**src/rtl/blit_cmd_ctrl_pkg.sv**
```systemverilog
// Shared definitions for the blitter command/status sequencer.
// State encoding, status word bit positions and stop-register bit positions.
package blit_pkg;

    typedef enum logic [1:0] {
        StIdle    = 2'd0,
        StStart   = 2'd1,
        StRun     = 2'd2,
        StStopped = 2'd3
    } blit_state_e;

    localparam int unsigned ST_IDLE    = 0;
    localparam int unsigned ST_STOPPED = 1;
    localparam int unsigned ST_OVERRUN = 2;
    localparam int unsigned ST_CNT_LSB = 16;

    localparam int unsigned STOP_RESUME = 0;
    localparam int unsigned STOP_ABORT  = 1;

endpackage

```
**src/rtl/blit_cmd_ctrl_if.sv**
```systemverilog
// GPU strobe/data and blitter handshake bundle for blit_cmd_ctrl.
// master = GPU decoder + blitter datapath side, slave = the sequencer.
interface blit_cmd_ctrl_if #(
    parameter int unsigned CMD_W = 32
) ();

    logic             cmdld;
    logic             stopld;
    logic             statrd;
    logic [CMD_W-1:0] gpu_din;
    logic             blit_done;
    logic             blit_collide;

    logic [CMD_W-1:0] cmd_reg;
    logic             blit_start;
    logic             blit_resume;
    logic             blit_abort;
    logic             blit_active;
    logic             blit_irq;
    logic [CMD_W-1:0] stat_dout;

    modport master (
        output cmdld, stopld, statrd, gpu_din, blit_done, blit_collide,
        input  cmd_reg, blit_start, blit_resume, blit_abort, blit_active, blit_irq, stat_dout
    );

    modport slave (
        input  cmdld, stopld, statrd, gpu_din, blit_done, blit_collide,
        output cmd_reg, blit_start, blit_resume, blit_abort, blit_active, blit_irq, stat_dout
    );

endinterface

```
**src/rtl/blit_cmd_ctrl_run_counter.sv**
```systemverilog
// Saturating run-cycle counter: clear has priority, then count while enabled,
// holding at all-ones once reached.
module blit_run_counter #(
    parameter int unsigned CNT_W = 16
) (
    input  logic             clk_i,
    input  logic             rst_i,
    input  logic             clr_i,
    input  logic             en_i,
    output logic [CNT_W-1:0] cnt_o
);

    logic [CNT_W-1:0] cnt_q, cnt_d;

    always_comb begin
        cnt_d = cnt_q;
        if (clr_i) begin
            cnt_d = '0;
        end else if (en_i && (cnt_q != '1)) begin
            cnt_d = cnt_q + 1'b1;
        end
    end

    always_ff @(posedge clk_i or posedge rst_i) begin
        if (rst_i) begin
            cnt_q <= '0;
        end else begin
            cnt_q <= cnt_d;
        end
    end

    assign cnt_o = cnt_q;

endmodule

```
**src/rtl/blit_cmd_ctrl.sv**
```systemverilog
// Blitter command/status sequencer: latches the command word, launches and
// tracks a blit, handles collision-stop with resume/abort, exposes status.
module blit_cmd_ctrl
    import blit_pkg::*;
#(
    parameter int unsigned CMD_W      = 32,
    parameter int unsigned STOPEN_BIT = 2,
    parameter int unsigned CNT_W      = 16
) (
    input logic         sys_clk,
    input logic         reset,
    blit_cmd_ctrl_if.slave bus
);

    blit_state_e      state_q, state_d;
    logic [CMD_W-1:0] cmd_reg_q, cmd_reg_d;
    logic             ovr_q, ovr_d;
    logic             start_q, start_d;
    logic             resume_q, resume_d;
    logic             abort_q, abort_d;
    logic             irq_q, irq_d;
    logic             cnt_clr, cnt_en;
    logic [CNT_W-1:0] cnt;

    logic stop_abort, stop_resume;
    assign stop_abort  = bus.stopld && bus.gpu_din[STOP_ABORT];
    assign stop_resume = bus.stopld && bus.gpu_din[STOP_RESUME];

    // State register
    always_ff @(posedge sys_clk or posedge reset) begin
        if (reset) begin
            state_q <= StIdle;
        end else begin
            state_q <= state_d;
        end
    end

    // Next-state logic
    always_comb begin
        state_d = state_q;
        unique case (state_q)
            StIdle: begin
                if (bus.cmdld) state_d = StStart;
            end
            StStart: begin
                state_d = StRun;
            end
            StRun: begin
                // Completion beats a same-cycle collision.
                if (bus.blit_done) begin
                    state_d = StIdle;
                end else if (bus.blit_collide && cmd_reg_q[STOPEN_BIT]) begin
                    state_d = StStopped;
                end
            end
            StStopped: begin
                if (stop_abort) begin
                    state_d = StIdle;
                end else if (stop_resume) begin
                    state_d = StRun;
                end
            end
            default: state_d = StIdle;
        endcase
    end

    // Output / datapath next-state logic
    always_comb begin
        start_d   = (state_q == StIdle) && bus.cmdld;
        resume_d  = (state_q == StStopped) && stop_resume && !stop_abort;
        abort_d   = (state_q == StStopped) && stop_abort;
        irq_d     = (state_q == StRun) && bus.blit_done;
        cmd_reg_d = start_d ? bus.gpu_din : cmd_reg_q;
        // A new overrun in the statrd cycle keeps the sticky bit set.
        ovr_d     = (bus.cmdld && (state_q != StIdle)) || (ovr_q && !bus.statrd);
        cnt_clr   = start_d;
        cnt_en    = (state_q == StRun);
    end

    always_ff @(posedge sys_clk or posedge reset) begin
        if (reset) begin
            cmd_reg_q <= '0;
            ovr_q     <= 1'b0;
            start_q   <= 1'b0;
            resume_q  <= 1'b0;
            abort_q   <= 1'b0;
            irq_q     <= 1'b0;
        end else begin
            cmd_reg_q <= cmd_reg_d;
            ovr_q     <= ovr_d;
            start_q   <= start_d;
            resume_q  <= resume_d;
            abort_q   <= abort_d;
            irq_q     <= irq_d;
        end
    end

    blit_run_counter #(
        .CNT_W (CNT_W)
    ) u_run_counter (
        .clk_i (sys_clk),
        .rst_i (reset),
        .clr_i (cnt_clr),
        .en_i  (cnt_en),
        .cnt_o (cnt)
    );

    always_comb begin
        bus.stat_dout                         = '0;
        bus.stat_dout[ST_IDLE]                = (state_q == StIdle);
        bus.stat_dout[ST_STOPPED]             = (state_q == StStopped);
        bus.stat_dout[ST_OVERRUN]             = ovr_q;
        bus.stat_dout[ST_CNT_LSB +: CNT_W]    = cnt;
    end

    assign bus.cmd_reg     = cmd_reg_q;
    assign bus.blit_start  = start_q;
    assign bus.blit_resume = resume_q;
    assign bus.blit_abort  = abort_q;
    assign bus.blit_irq    = irq_q;
    assign bus.blit_active = (state_q != StIdle);

endmodule

```
**src/flat_wrapper.sv**
```systemverilog
// flat-port wrapper written by rule: the top's interface ports become plain ports
module blit_cmd_ctrl_flat import blit_pkg::*;
#(
    parameter int unsigned CMD_W      = 32,
    parameter int unsigned STOPEN_BIT = 2,
    parameter int unsigned CNT_W      = 16
)
  (sys_clk, reset, bus_cmdld, bus_stopld, bus_statrd, bus_gpu_din, bus_blit_done, bus_blit_collide, bus_cmd_reg, bus_blit_start, bus_blit_resume, bus_blit_abort, bus_blit_active, bus_blit_irq, bus_stat_dout);
  blit_cmd_ctrl_if #(.CMD_W(CMD_W)) bus_i ();
  input logic sys_clk;
  input logic reset;
  input wire logic [$bits(bus_i.cmdld)-1:0] bus_cmdld;
  input wire logic [$bits(bus_i.stopld)-1:0] bus_stopld;
  input wire logic [$bits(bus_i.statrd)-1:0] bus_statrd;
  input wire logic [$bits(bus_i.gpu_din)-1:0] bus_gpu_din;
  input wire logic [$bits(bus_i.blit_done)-1:0] bus_blit_done;
  input wire logic [$bits(bus_i.blit_collide)-1:0] bus_blit_collide;
  output wire logic [$bits(bus_i.cmd_reg)-1:0] bus_cmd_reg;
  output wire logic [$bits(bus_i.blit_start)-1:0] bus_blit_start;
  output wire logic [$bits(bus_i.blit_resume)-1:0] bus_blit_resume;
  output wire logic [$bits(bus_i.blit_abort)-1:0] bus_blit_abort;
  output wire logic [$bits(bus_i.blit_active)-1:0] bus_blit_active;
  output wire logic [$bits(bus_i.blit_irq)-1:0] bus_blit_irq;
  output wire logic [$bits(bus_i.stat_dout)-1:0] bus_stat_dout;
  assign bus_i.cmdld = bus_cmdld;
  assign bus_i.stopld = bus_stopld;
  assign bus_i.statrd = bus_statrd;
  assign bus_i.gpu_din = bus_gpu_din;
  assign bus_i.blit_done = bus_blit_done;
  assign bus_i.blit_collide = bus_blit_collide;
  assign bus_cmd_reg = bus_i.cmd_reg;
  assign bus_blit_start = bus_i.blit_start;
  assign bus_blit_resume = bus_i.blit_resume;
  assign bus_blit_abort = bus_i.blit_abort;
  assign bus_blit_active = bus_i.blit_active;
  assign bus_blit_irq = bus_i.blit_irq;
  assign bus_stat_dout = bus_i.stat_dout;
  blit_cmd_ctrl #(.CMD_W(CMD_W), .STOPEN_BIT(STOPEN_BIT), .CNT_W(CNT_W)) u_core (.sys_clk(sys_clk), .reset(reset), .bus(bus_i));
endmodule
```
**config.mk**
```make
export PLATFORM = sky130hd
export DESIGN_NAME = blit_cmd_ctrl_flat
export DESIGN_NICKNAME = d
export VERILOG_FILES = /design/src/rtl/blit_cmd_ctrl_pkg.sv /design/src/rtl/blit_cmd_ctrl_if.sv /design/src/rtl/blit_cmd_ctrl_run_counter.sv /design/src/rtl/blit_cmd_ctrl.sv /design/src/flat_wrapper.sv
export SDC_FILE = /design/constraint.sdc
export NUM_CORES = 1
export LEC_CHECK = 0
export CELL_PAD_IN_SITES_DETAIL_PLACEMENT = 0
export CELL_PAD_IN_SITES_GLOBAL_PLACEMENT = 2
export CORE_MARGIN = 10
export CORE_UTILIZATION = 29
export CTS_BUF_LIST = sky130_fd_sc_hd__clkbuf_16
export DETAILED_ROUTE_END_ITERATION = 7
export GPL_TIMING_DRIVEN = 0
export PLACE_DENSITY = 0.87
export SETUP_SLACK_MARGIN = 0.4
export SKIP_CTS_REPAIR_TIMING = 1
export SYNTH_ARGS = -nofsm -noshare
export SYNTH_HDL_FRONTEND = slang
export SYNTH_HIERARCHICAL = 1
export SYNTH_SLANG_ARGS = --single-unit
export TNS_END_PERCENT = 30
```
**constraint.sdc**
```tcl
create_clock -name sys_clk -period 4.52 [get_ports sys_clk]
set_clock_uncertainty 0.05 [all_clocks]
set_input_delay 0.452 -clock sys_clk [delete_from_list [all_inputs] [get_ports sys_clk]]
set_output_delay 0.452 -clock sys_clk [all_outputs]
set_load 0.02 [all_outputs]
```
==> results.ini, run 1 <==
[clock_network]
numCtsBuffers = 5
cts-root-buf = clkbuf_16
htree_levels = 2
clock-sinks = 55
cts_tree = yes
clk_pin_slew_ps = 70
insertion_delay_ps = 280
cts_max_path_buffers = 2

[final_layout]
area_delta_synth_final_pct = 47.3
layout.nets = 364
insertedDiodeCount = 0
nFillCells = 850
drive_gt1_share_pct = 21.5
stdcell_count = 436
largest_reg_flops = 32
final_core_util_pct = 43.3
fin_area_sq_um = 3950

[timing]
tightest_slew_ps = 814
max_slew_margin_pct = 45.7
finalHoldViolCount = 0
period_minus_slack_ps = 2410
drv_slew = 0
fin_crit_sh_pct = 53.4
setup_viol = 0
setup_tns_ps = 0
fmax_mhz = 414
rsz0062_at_grt = false

[synth]
syn_area_sq_um = 2680
synth_area_per_cell_sq_um = 12.7
yosys_register_bits = 55
synthFlopType = dfrtp_1
muxShareOfSynthArea_pct = 18.7
netlist_instances = 211
synthArstFlopShare_pct = 100
synth.area.top_cells = dfrtp_1 (51%), mux2_4 (16%), buf_4 (4.2%)
synth-xor-area-share_pct = 0
yosys.area_share.adder_pct = 0.467
synth_top_area_cell = dfrtp_1
synth_edf_count = 0
netlist.area_leader.share_pct = 51.4
synth.yosys.seq_area_share_pct = 51.4
synth_top_family_by_area = multiplexers
yosys.area_share.simple_pct = 14.2
yosys_warnings = 6
ys_types = 44
yosysMostFrequentCell = dfrtp_1
synth_top_cells_by_count = dfrtp_1 (55), mux2_4 (29), buf_4 (15)
synth_compound_gate_area_share_pct = 6.59

[setup_path]
end_kind = flop
arrival_ps = 2570
crit_type = reg -> reg
cp.required_ps = 4680
critPathLaunchType = flop
crit_fanout = 8

[global_routing]
grt.overflow.total = 0
grt_pass1_wl_mm = 11.5
antenna_found_initial = 0
track_usage_pct = 10.7
grt_max_degree = 40
grt_pass1_vias = 2231

[die]
std_cell_rows = 35
start_util_pct = 29.4
die_area_sq_um = 13500
die_h_um = 116
fp.coreArea_sq_um = 9110
io_pins = 108
die_w_um = 116

[routing]
num_vias = 2035
detail_route.iter0.violations = 74
drc_errors = 0
firstDrtPassIters = 4
vias_per_cell = 4.67
wirelength_mm = 7.06
postRouteAntennaNets = 0
routedWlPerCell_um = 16.2

[worst_hold_path]
hold_path_class = reg -> reg

[pwr]
power_w = 0.00236
p_leak_nw = 1.69
power.density_nw_per_um2 = 599
ir_worst_vdd_mv = 0.325

[placement]
place.gp.congestion = 0.724
port_buffers = 94
dp_hpwl_mm = 5.37
dp.cells = 428
place_area_sq_um = 3800

[run]
drv_cap = 0

[status]
status = complete, no violations

area by class of cell:
class                   count  area, sq um  share of cell area [%]
plain buffers              22          201                    5.11
well taps                 111          139                    3.52
multi-input cells         139         1120                    28.4
repair buffers             94          941                    23.9
clock inverters             3         16.3                   0.412
flip-flops and latches     55         1380                    34.9
inverters                   7         26.3                   0.666
clock buffers               5          125                    3.17
final timing paths:
kind                                   startpoint                        endpoint  slack (ps)  cells past startpoint
worst min register to register  u_core/state_q[0]               u_core/state_q[0]         460                      1
max in group asynchronous                   reset           u_core/bus.blit_abort        3280                      2
worst min-delay path            u_core/state_q[0]               u_core/state_q[0]         460                      1
min in group asynchronous                   reset   u_core/u_run_counter/cnt_o[5]         550                      2
worst max register to register  u_core/state_q[1]  u_core/u_run_counter/cnt_o[13]        2110                      7
worst max-delay path            u_core/state_q[1]  u_core/u_run_counter/cnt_o[13]        2110                      7
per-stage QoR:
stage / hold slack (ps) / worst slack, ps
6_report: 456 / 2110
5_1_grt: 481 / 1880
4_1_cts: 459 / 2100
3_5_place_dp: 443 / 2120
3_3_place_gp: 440 / 2150
2_1_floorplan: 316 / 2400
per-layer routing:
layer / wire length, um / GRT usage [%] / share of wire, %
met1: 2830 / 12.1 / 40
met2: 3260 / 16.9 / 46
met3: 924 / 6.32 / 13
met4: 47 / 2.50 / 0.67
met5: 0 / 0 / 0
worst max-delay path, cell delays in order (launching register included):
cell,delay (ps)
dfrtp_1,420
or2b_1,280
inv_1,70
clkbuf_2,200
nand3_1,240
or4_4,520
or4_1,410
a21oi_1,150
cells in the final DEF, fill, tap and decap left out, drive strengths merged, types with 7 or more instances in the layout:
cell type      synthesis  final
clkdlybuf4s50          0     94
conb                   1     13
inv                    7      8
nand3                  8      8
dfrtp                 55     55
clkbuf                 2      7
nand2                  8      8
or4                    8      8
a21oi                 13     13
mux2                  34     34
o21ai                  7      7
or3                    7      7
buf                   19     19
cells by family after synthesis:
logic type	Yosys count
compound gates	30
flops	55
fa+ha+maj	1
mux	35
buf+inv	29
simple gates	60
other cells	1
report_power, final:
| group | switching [W] | internal, W | total, W |
|---|---|---|---|
| registers | 0.000117 | 0.000671 | 0.000789 |
| logic | 0.000528 | 0.000671 | 0.00120 |
| clock network | 0.000171 | 0.000203 | 0.000374 |
| total | 0.000817 | 0.00155 | 0.00236 |
(Power assumes the default switching activity.)
==> run 2: changes to the inputs <==
CORE_UTILIZATION = 27   (was 29)
PLACE_DENSITY = 0.82   (was 0.87)
clock period = 2.31 ns   (was 4.52 ns; I/O delays follow)
==> run 2 against run 1 <==
Final cell count up 6.4%. Global-route usage shrank 0.76 points. Critical path depth did not move. Critical endpoint unchanged. Combinational power increased by 110%.
==> results.ini, run 2 (synthesis results as in run 1) <==
[placement]
port_buffers = 94  ; unchanged
place_area_sq_um = 3850  ; +1.3%
place.gp.congestion = 0.723  ; -0.19%
dp_hpwl_mm = 5.42  ; +0.79%

[die]
fp.coreArea_sq_um = 9730  ; +6.8%
start_util_pct = 27.5  ; -1.9 points
die_w_um = 120  ; +3.0%
die_area_sq_um = 14300  ; +6.1%
die_h_um = 120  ; +3.0%
io_pins = 108  ; unchanged
std_cell_rows = 36  ; +2.9%

[setup_path]
critPathLaunchType = flop
crit_type = reg -> reg
arrival_ps = 2340  ; -230 ps
end_kind = flop
r2r_slack_ps = 140  ; -1970 ps
cp.required_ps = 2480  ; -2200 ps
crit_fanout = 6  ; -2

[timing]
finalHoldViolCount = 0  ; unchanged
fmax_mhz = 461  ; +11%
max_slew_margin_pct = 45.8  ; +0.13 points
tightest_slew_ps = 812  ; -1.97 ps
drv_slew = 0  ; unchanged
period_minus_slack_ps = 2170  ; -242 ps
rsz0062_at_grt = true
fin_crit_sh_pct = 94.0  ; +41 points
setup_viol = 0  ; unchanged
setup_tns_ps = 0  ; unchanged

[routing]
firstDrtPassIters = 4  ; unchanged
detail_route.iter0.violations = 76  ; +2.7%
drc_errors = 0  ; unchanged
vias_per_cell = 4.41  ; -5.6%
routedWlPerCell_um = 15.6  ; -3.9%
postRouteAntennaNets = 0  ; unchanged
wirelength_mm = 7.22  ; +2.3%
num_vias = 2044  ; +0.44%

[pwr]
p_leak_nw = 1.75  ; +3.5%
power.density_nw_per_um2 = 1180  ; +97%
ir_worst_vdd_mv = 0.704  ; +120%

[clock_network]
htree_levels = 2  ; unchanged
insertion_delay_ps = 290  ; about the same
cts-root-buf = clkbuf_16
numCtsBuffers = 5  ; unchanged
clock-sinks = 55  ; unchanged
cts_max_path_buffers = 2  ; unchanged
clk_pin_slew_ps = 70  ; about the same
cts_tree = yes

[final_layout]
drive_gt1_share_pct = 26.0  ; +4.4 points
fin_area_sq_um = 4110  ; +4.1%
insertedDiodeCount = 0  ; unchanged
layout_commonest_cell = clkdlybuf4s50_1
area_delta_synth_final_pct = 53.2
nFillCells = 949  ; +12%
final_cell_mix = clkdlybuf4s50_1 (94), dfrtp_1 (54), mux2_4 (29)
layout.nets = 371  ; +1.9%
largest_reg_flops = 32  ; unchanged

[global_routing]
antenna_found_initial = 0  ; unchanged
grt_pass1_vias = 2250  ; +0.85%
grt_max_degree = 40  ; unchanged
grt_pass1_wl_mm = 11.8  ; +2.3%
track_usage_pct = 9.91  ; -0.76 points
grt.overflow.total = 0  ; unchanged

[run]
drv_cap = 0  ; unchanged

[status]
status = complete, no violations

[worst_hold_path]
hold_path_class = in -> async

==> run 2: changes by cell type in the layout (fill, tap and decap cells not counted), sizes merged <==
cell         previous run  this run
dlygate4sd1             1         0
clkbuf                  7         6
inv                     8         7
bufinv                  0         1
buf                    19        28
clkinv                  1         0
==> run 2: area by class of cell <==
type / instances / area (sq um) / share of cell area, %
buffer: 22 / 219 / 5.33
tap: 133 / 166 / 4.05
sequential: 55 / 1380 / 33.6
clock inverter: 2 / 37.5 / 0.914
timing repair buffer: 101 / 993 / 24.2
inverter: 7 / 26.3 / 0.640
multi-input combinational: 139 / 1160 / 28.3
clock buffer: 5 / 125 / 3.05
==> run 2: path summary, 6_finish.rpt <==
check | from | end | cells past startpoint
max | u_core/state_q[0] | u_core/u_run_counter/cnt_o[13] | 7
min | reset | u_core/u_run_counter/cnt_o[4] | 2
max reg2reg | u_core/state_q[0] | u_core/u_run_counter/cnt_o[13] | 7
min reg2reg | u_core/state_q[0] | u_core/state_q[1] | 2
max in group asynchronous | reset | u_core/state_q[1] | 2
min in group sys_clk | u_core/state_q[0] | u_core/state_q[1] | 2
==> run 2: routing by layer <==
layer / vias to the layer above / wire length, um / track usage, %
li1: 978 / - / -
met1: 980 / 2910 / 11.3
met2: 81 / 3170 / 15.0
met3: 5 / 1070 / 7.13
met4: 0 / 60 / 1.81
met5: - / 0 / 0
==> run 2: per-stage QoR <==
stage	worst slack [ps]	power (W)	util [%]	std cells	hold slack [ps]
after global placement	71.8	0.00395	39.6	450	440
after CTS	40.4	0.00485	41.3	457	369
after detailed placement	57.5	0.00395	39.6	450	442
after floorplan	273	0.00295	-	223	94.7
final	139	0.00485	42.2	464	338
after global routing	69.8	0.00514	42.2	464	402
==> run 2: power breakdown <==
part,switching (W),internal [W],total (W)
Combinational,0.00107,0.00140,0.00247
Sequential,0.000217,0.00131,0.00153
Clock,0.000344,0.000506,0.000850
Total,0.00163,0.00322,0.00485
==> run 2: critical path: stages (launching register included) <==
cell,delay (ps)
dfrtp_1,390
or2b_1,260
inv_2,80
buf_8,100
nand3_4,80
or4_4,590
or4_4,430
a21oi_2,120
==> run 3: changes to the inputs <==
CORE_UTILIZATION = 29   (was 27)
PLACE_DENSITY = 0.87   (was 0.82)
REMOVE_ABC_BUFFERS = 1   (was default)
clock period = 2.8 ns   (was 2.31 ns; I/O delays follow)
==> run 3 against run 2 <==
Via count decreased by 4.7%. Setup slack improved by 420 ps. First-iteration DRC count decreased by 6.6%. Final cell count decreased by 11%. Combinational power decreased by 26%. Maximum frequency decreased by 3.2%. Critical path depth decreased by 1. Global-route usage increased by 0.17 points. Final area decreased by 8.2%. Die area decreased by 5.8%. Clock power decreased by 20%. Critical path type unchanged.
==> results.ini, run 3 (synthesis results as in run 1) <==
[setup_path]
path_cells = or2b_1 > inv_2 > nand3_2 > or4_4 > or4_1 > a21oi_1
crit_slowest_cell = or4_4
cp.required_ps = 2950  ; +470 ps
end_kind = flop
critPathLaunchType = flop
setup.worst_path.start = u_core/state_q[1]
arrival_ps = 2390  ; +50 ps
crit_type = reg -> reg
r2r_start = u_core/state_q[1]
r2r_slack_ps = 560  ; +420 ps
r2r_cells = 6  ; -1
crit_fanout = 9  ; +3
rr_endpoint = u_core/u_run_counter/cnt_o[13]
cp_slowest_stage_delay_ps = 480  ; -110 ps

[final_layout]
nFillCells = 893  ; -5.9%
layout.nets = 342  ; -7.8%
seq_area_sq_um = 1380  ; about the same
final_core_util_pct = 41.4  ; -0.81 points
insertedDiodeCount = 0  ; unchanged
largest_reg_flops = 32  ; unchanged
drive_gt1_share_pct = 17.2  ; -8.8 points
area_delta_synth_final_pct = 40.7
stdcell_count = 413  ; -11%
final_cell_mix = clkdlybuf4s50_1 (94), dfrtp_1 (55), mux2_4 (29)
layout_commonest_cell = clkdlybuf4s50_1
multiInputGateArea_sq_um = 1120  ; -3.0%

[routing]
wirelength_mm = 6.85  ; -5.0%
drc_errors = 0  ; unchanged
num_vias = 1948  ; -4.7%
detail_route.iter0.violations = 71  ; -6.6%
postRouteAntennaNets = 0  ; unchanged
firstDrtPassIters = 4  ; unchanged
vias_per_cell = 4.72  ; +7.1%
routedWlPerCell_um = 16.6  ; +6.7%

[die]
io_pins = 108  ; unchanged
die_w_um = 116  ; -2.9%
start_util_pct = 29.4  ; +1.9 points
die_h_um = 116  ; -2.9%
std_cell_rows = 35  ; -2.8%
fp.coreArea_sq_um = 9110  ; -6.4%
die_area_sq_um = 13500  ; -5.8%

[placement]
dp_hpwl_mm = 5.11  ; -5.7%
port_buffers = 94  ; unchanged
dp.cells = 406  ; -9.8%
place.gp.congestion = 0.714  ; -1.2%

[status]
status = complete, no violations

[timing]
fmax_mhz = 446  ; -3.2%
setup_viol = 0  ; unchanged
finalHoldViolCount = 0  ; unchanged
tightest_slew_ps = 815  ; +3.09 ps
max_slew_margin_pct = 45.6  ; -0.21 points
hold_ws_ps = 409  ; +70.6 ps
rsz0062_at_grt = false
setup_tns_ps = 0  ; unchanged
drv_slew = 0  ; unchanged
period_minus_slack_ps = 2240  ; +72.8 ps
fin_crit_sh_pct = 80.1  ; -14 points

[global_routing]
track_usage_pct = 10.1  ; +0.17 points
grt_pass1_vias = 2056  ; -8.6%
grt_max_degree = 53  ; +33%
grt.overflow.total = 0  ; unchanged
grt_pass1_wl_mm = 10.9  ; -7.7%
antenna_found_initial = 0  ; unchanged

[pwr]
pwr-share-clk_pct = 18.1  ; +0.6 points
switchingPower_w = 0.00128  ; -21%
p_int_w = 0.00250  ; -22%
p_seq_share_pct = 33.7  ; +2.1 points
power.density_nw_per_um2 = 1000  ; -15%
ir_worst_vdd_mv = 0.518  ; -26%
combPwrFrac_pct = 48.2  ; -2.7 points
p_leak_nw = 1.57  ; -10%
swShare_pct = 33.9  ; +0.27 points

[clock_network]
numCtsBuffers = 5  ; unchanged
htree_levels = 2  ; unchanged
clk_pin_slew_ps = 70  ; about the same
cts_tree = yes
cts_max_path_buffers = 2  ; unchanged
insertion_delay_ps = 280  ; about the same
clock-sinks = 55  ; unchanged
cts-root-buf = clkbuf_16

[worst_hold_path]
hold_path_class = in -> async

[run]
drv_cap = 0  ; unchanged

[run 3: routing by layer]
layer  global-route usage (%)  vias to the layer above  part of all wire, %
met5                        0                        -                    0
met4                     2.50                        0                 0.60
met3                     6.83                        4                   15
met2                     14.8                       88                   43
met1                     11.8                      939                   41
li1                         -                      917                    -
[run 3: power by group through the flow]
stage                     sequential, W  clock (W)  combinational (W)
after floorplan                 0.00160          0           0.000705
after global placement          0.00127          0            0.00183
after detailed placement        0.00127          0            0.00185
after CTS                       0.00128   0.000714            0.00185
after global routing            0.00132   0.000742            0.00194
final                           0.00127   0.000682            0.00182
[run 3: cell type report]
type / count / share of cell area (%)
inverter: 7 / 0.697
clock buffer: 5 / 3.32
clock inverter: 2 / 0.996
timing repair buffer: 94 / 25.0
sequential: 55 / 36.5
tap: 111 / 3.68
multi-input combinational: 139 / 29.8
[run 3: per-stage QoR]
step,instance area [sq um],setup WS [ps],total power (W)
floorplan,2520,720,0.00230
CTS,3760,359,0.00384
global route,3770,444,0.00401
detailed placement,3600,383,0.00312
global placement,3600,401,0.00311
finish,3770,556,0.00378
[run 3: worst max-delay path by stage]
stage | endpoint | slack [ps] | cells after the start
final | u_core/u_run_counter/cnt_o[13] | 560 | 6
after detailed placement | u_core/u_run_counter/cnt_o[13] | 380 | 6
after global routing | u_core/u_run_counter/cnt_o[13] | 440 | 6
after floorplan | u_core/u_run_counter/cnt_o[13] | 720 | 6
after global placement | u_core/u_run_counter/cnt_o[13] | 400 | 6
after CTS | u_core/u_run_counter/cnt_o[13] | 360 | 6
[run 3: worst max-delay path, delay by kind of cell (launching register included)]
family / cells / cell delay [ps]
AOI/OAI and AO/OA: 1 / 150
buffers and inverters: 1 / 180
DFF: 1 / 420
and+or+nand+nor: 4 / 1340
